## src/rtl/rom_dl_sequencer.sv

```systemverilog
// rom_dl_sequencer: steers the HPS ROM download into region-select/offset writes through a small FIFO
// and holds the game core in reset until the download has drained and settled.
module rom_dl_sequencer #(
    parameter logic [24:0] R1_BASE    = 25'h0C000,
    parameter logic [24:0] R2_BASE    = 25'h10000,
    parameter logic [24:0] R3_BASE    = 25'h18000,
    parameter logic [24:0] ROM_END    = 25'h20000,
    parameter int          FIFO_DEPTH = 4,
    parameter int          SETTLE_CYC = 256
) (
    input  logic        MCLK,
    input  logic        RESET_N,
    input  logic        DL_ACT,
    input  logic        DL_WR,
    input  logic [24:0] DL_AD,
    input  logic [7:0]  DL_DT,
    output logic        WR_VALID,
    input  logic        WR_READY,
    output logic [3:0]  WR_SEL,
    output logic [16:0] WR_AD,
    output logic [7:0]  WR_DT,
    output logic        CORE_RST,
    output logic        DL_DONE,
    output logic        OVF,
    output logic        RANGE_ERR,
    output logic [24:0] BYTE_CNT
);
    localparam int AW = $clog2(FIFO_DEPTH);
    localparam int CW = AW + 1;
    localparam int SW = $clog2(SETTLE_CYC) + 1;

    typedef enum logic [2:0] {IDLE, LOAD, DRAIN, SETTLE, RUN} state_t;

    state_t        state;
    logic [SW-1:0] settle;
    logic          act_q;
    logic [28:0]   mem [FIFO_DEPTH];
    logic [AW-1:0] wr_ptr, rd_ptr, rd_nxt;
    logic [CW-1:0] cnt, cnt_nxt, cnt_after_pop;
    logic [3:0]    sel;
    logic [24:0]   base;
    logic [16:0]   off;
    logic [28:0]   din, head_nxt;
    logic          rise, acc, in_range, full, pop, push, ovf_drop, range_drop;

    assign sel = DL_AD < R1_BASE ? 4'b0001 :
                 DL_AD < R2_BASE ? 4'b0010 :
                 DL_AD < R3_BASE ? 4'b0100 :
                 DL_AD < ROM_END ? 4'b1000 : 4'b0000;
    assign base       = sel[1] ? R1_BASE : sel[2] ? R2_BASE : sel[3] ? R3_BASE : '0;
    assign off        = 17'(DL_AD - base);
    assign in_range   = |sel;
    assign din        = {sel, off, DL_DT};
    assign rise       = DL_ACT & ~act_q;
    assign acc        = DL_WR & DL_ACT;
    assign full       = cnt == CW'(FIFO_DEPTH);
    assign pop        = WR_VALID & WR_READY;
    // a full FIFO still takes a byte when the head leaves in the same cycle
    assign push       = acc & in_range & (~full | pop);
    assign ovf_drop   = acc & in_range & full & ~pop;
    assign range_drop = acc & ~in_range;

    assign cnt_after_pop = cnt - CW'(pop);
    assign cnt_nxt       = cnt_after_pop + CW'(push);
    assign rd_nxt        = rd_ptr + AW'(pop);
    // the output register always holds the entry that will be at the head next cycle
    assign head_nxt      = cnt_nxt == '0 ? '0 : cnt_after_pop == '0 ? din : mem[rd_nxt];

    always_ff @(posedge MCLK)
        if (push) mem[wr_ptr] <= din;

    always_ff @(posedge MCLK or negedge RESET_N) begin
        if (!RESET_N) begin
            wr_ptr   <= '0;
            rd_ptr   <= '0;
            cnt      <= '0;
            WR_VALID <= 1'b0;
            {WR_SEL, WR_AD, WR_DT} <= '0;
        end else begin
            wr_ptr   <= wr_ptr + AW'(push);
            rd_ptr   <= rd_nxt;
            cnt      <= cnt_nxt;
            WR_VALID <= cnt_nxt != '0;
            {WR_SEL, WR_AD, WR_DT} <= head_nxt;
        end
    end

    always_ff @(posedge MCLK or negedge RESET_N) begin
        if (!RESET_N) begin
            act_q     <= 1'b0;
            OVF       <= 1'b0;
            RANGE_ERR <= 1'b0;
            BYTE_CNT  <= '0;
        end else begin
            act_q     <= DL_ACT;
            OVF       <= (OVF & ~rise) | ovf_drop;
            RANGE_ERR <= (RANGE_ERR & ~rise) | range_drop;
            BYTE_CNT  <= rise ? 25'(push) : (push && !(&BYTE_CNT)) ? BYTE_CNT + 25'd1 : BYTE_CNT;
        end
    end

    always_ff @(posedge MCLK or negedge RESET_N) begin
        if (!RESET_N) begin
            state    <= IDLE;
            settle   <= '0;
            CORE_RST <= 1'b1;
            DL_DONE  <= 1'b0;
        end else if (rise) begin
            state    <= LOAD;
            CORE_RST <= 1'b1;
            DL_DONE  <= 1'b0;
        end else begin
            case (state)
                LOAD:   if (!DL_ACT) state <= DRAIN;
                DRAIN:  if (cnt_nxt == '0) begin
                            state  <= SETTLE;
                            settle <= SW'(SETTLE_CYC - 1);
                        end
                SETTLE: if (settle == '0) begin
                            state    <= RUN;
                            CORE_RST <= 1'b0;
                            DL_DONE  <= 1'b1;
                        end else begin
                            settle <= settle - SW'(1);
                        end
                default: ;
            endcase
        end
    end
endmodule

```

## config.mk

```make
export PLATFORM = sky130hd
export DESIGN_NAME = rom_dl_sequencer
export DESIGN_NICKNAME = d
export VERILOG_FILES = /design/src/rtl/rom_dl_sequencer.sv
export SDC_FILE = /design/constraint.sdc
export NUM_CORES = 1
export LEC_CHECK = 0
export ABC_CLOCK_PERIOD_IN_PS = 3450
export BUFFER_PORTS_ARGS = -buffer_cell sky130_fd_sc_hd__buf_2
export CAP_MARGIN = 20
export CORE_MARGIN = 5
export CORE_UTILIZATION = 52
export DETAILED_ROUTE_END_ITERATION = 16
export PLACE_DENSITY = 0.73
export SETUP_SLACK_MARGIN = 0.4
export SLEW_MARGIN = 20
export SYNTH_ARGS = -nofsm -noshare
export SYNTH_HDL_FRONTEND = slang
export SYNTH_SLANG_ARGS = --single-unit
```

## constraint.sdc

```tcl
create_clock -name MCLK -period 3.45 [get_ports MCLK]
set_input_delay 0.5175 -clock MCLK [delete_from_list [all_inputs] [get_ports MCLK]]
set_output_delay 0.5175 -clock MCLK [all_outputs]
set_load 0.05 [all_outputs]
```

==> results.cfg <==
[status]
status = complete, no violations

[sta]
relSlewSlack = 0.446
fin_crit_sh = 0.801
fmax_ghz = 0.362
rsz0062_at_grt = no
finalCriticalPeriod_ps = 2760
slew_violations = 0
skew_ps = 7.87
finalHoldViolCount = 0
tns_ps = 0
setup_viol = 0
hold_slack_ps = 140
worst_pin_slew_ps = 831

[synthesis]
synth-main-ff-cell = edfxtp_1
synth.top_cells.by_area = edfxtp_1 43%, dfrtp_1 24%, mux4_2 8.0%
async_flop_share = 0.405
netlist_instances = 582
ys.warnings.count = 0
netlist.area_leader.share = 0.427
syn_nets = 630
synth-edff-count = 116
avgSynthCellArea_um2 = 14.0
syn_area_mm2 = 0.00816
yosysSeqAreaShare = 0.669
synth_cell_type_count = 57
synth_top_cell_by_area = edfxtp_1
ys_seq_elements = 195

[drt]
ant_nets = 0
viasPerCell = 5.75
drtIter0Drc = 346
post_drt_wl_per_cell_um = 19.4
wl_met3_mm = 1.05
drc = 0
via_count = 5232
dr.pass1.iters = 4
wl_met2_mm = 9.01
met1_length_mm = 7.42
dr.max_layer_used = met4
totalWireLength_mm = 17.6

[power_and_ir_drop]
power_leakage_nw = 3.78
vdd_drop_max_v = 0.000393
p_per_area_mw_per_mm2 = 797
total_power_mw = 7.61

[layout]
seq_area_mm2 = 0.00546
nets = 734
drive_gt1_frac = 0.273
fin_cells = 910
design_area_mm2 = 0.00955
fillers = 1174
area_growth_syn_to_layout_pct = 17.0
n_antenna_cell = 0
layout_commonest_cell = edfxtp_1
mostFrequentLayoutCells = 116 x edfxtp_1, 95 x buf_2, 83 x nand2_1, 78 x dfrtp_1, 43 x a21oi_1
multi_input_area_mm2 = 0.00258

[placed_design]
dpl_cell_area_mm2 = 0.00899
placed_cells = 878
detailed_place_hpwl_mm = 11.2
io_buffers = 96
gp_congestion = 0.799

[floorplanning]
die_h_um = 135
row_count = 45
io_pins = 97
die_area_mm2 = 0.0183
start_util = 0.533
die_x_um = 135
core_mm2 = 0.0153

[cts]
ctsHoldBuffers = 0
numCtsBuffers = 17
cts_tree = yes
cts_resized = 0
clkSinkCount = 195
cts_root_buf = clkbuf_16
htree_levels = 4
clockBufferDepth = 2
cts_setup_buffers = 0
insertion_delay_ps = 430
cts.clk_slew.worst_paths_ps = 70

[global_routing]
antenna_found_initial = 0
grt_max_degree = 80
grt_pass1_vias = 5409
grt_pass1_wl_mm = 28.5
groute.usage.overall = 0.203
overflow = 0

[min_path]
hp-class = input port to asynchronous set/reset pin

[setup_path]
worstSetupPathType = flop to flop
startpoint_type = flop
required_ps = 3770
worstPathArrival_ps = 3080
path_max_fanout = 4
r2r_slack_ps = 690
end_kind = flop

[job]
cap_violations = 0
routing by layer:
metal / vias up / track usage
li1: 2412 / -
met1: 2622 / 0.268
met2: 187 / 0.341
met3: 11 / 0.0513
met4: 0 / 0.0504
met5: - / 0
Yosys cell counts, drive strengths merged, types with 2 or more instances:
cell type  count
nand2b         7
and3          11
nor3b          2
clkbuf        17
a41o           3
or3            2
and4           4
mux2i          5
nor3          13
buf           12
a31oi          5
and2           2
o21a           2
inv           15
dfrtp         78
mux4          29
a211oi         2
or2            2
nand3         20
edfxtp       116
nor4           7
xor2           2
nor2b          4
o31ai         10
a21oi         43
nand2         84
o21ai          9
nand4          8
ha             9
nor4b          2
or4           14
nor2          21
o31a           2
xnor2          7
critical path, cell delays in order (launching register included):
cell and delay [ps]:
dfrtp_1 410, and2_1 210, ha_1 210, ha_1 310, inv_1 60, ha_1 360, nor2_1 120, a21oi_1 90
nor3_1 420, nand2_1 140, o311a_1 310
state kept, by name (all words and copies together) (netlist names), 2 cells and up:
name	cells
rd_ptr	2
wr_ptr	2
cnt	3
WR_SEL	4
state	3
BYTE_CNT	25
WR_AD	17
mem	116
WR_DT	8
settle	9
kinds of logic after synthesis:
group	count (synthesis)	share of synthesized area
AOI/OAI and AO/OA	84	0.0630
muxes	34	0.0862
adders and majority gates	10	0.0163
DFF	195	0.669
buffers and inverters	44	0.0231
and+or+nand+nor	205	0.130
xor gates and xnor gates	10	0.0124
area by class of cell:
cell class,count,area share
Clock buffer,19,0.0453
Clock inverter,13,0.0128
Inverter,15,0.00590
Multi-Input combinational cell,343,0.270
Sequential cell,195,0.572
Tap cell,211,0.0276
Timing Repair Buffer,114,0.0664
stage by stage:
step / util / setup slack, ps
after floorplan: - / 403
after global placement: 0.587 / 389
after detailed placement: 0.587 / 233
after CTS: 0.623 / 677
after global routing: 0.624 / 595
final: 0.624 / 686
where the power goes:
part | leakage, nW | switching (mW) | total, mW | internal [mW]
combinational | 1.49 | 1.78 | 2.83 | 1.05
sequential | 2.03 | 0.148 | 2.91 | 2.76
clock | 0.265 | 0.862 | 1.87 | 1.01
total | 3.78 | 2.79 | 7.61 | 4.82
path summary, 6_finish.rpt:
check,start,endpoint,cells past startpoint
max,WR_VALID$_DFF_PN0_,settle[8]$_DFFE_PN0P_,10
min,RESET_N,WR_DT[0]$_DFF_PN0_,1
max reg2reg,WR_VALID$_DFF_PN0_,settle[8]$_DFFE_PN0P_,10
min reg2reg,RANGE_ERR$_DFF_PN0_,RANGE_ERR$_DFF_PN0_,2
max in group asynchronous,RESET_N,settle[5]$_DFFE_PN0P_,1
min in group MCLK,DL_ACT,act_q$_DFF_PN0_,1
Note: power is estimated with default switching activity, not from simulation.
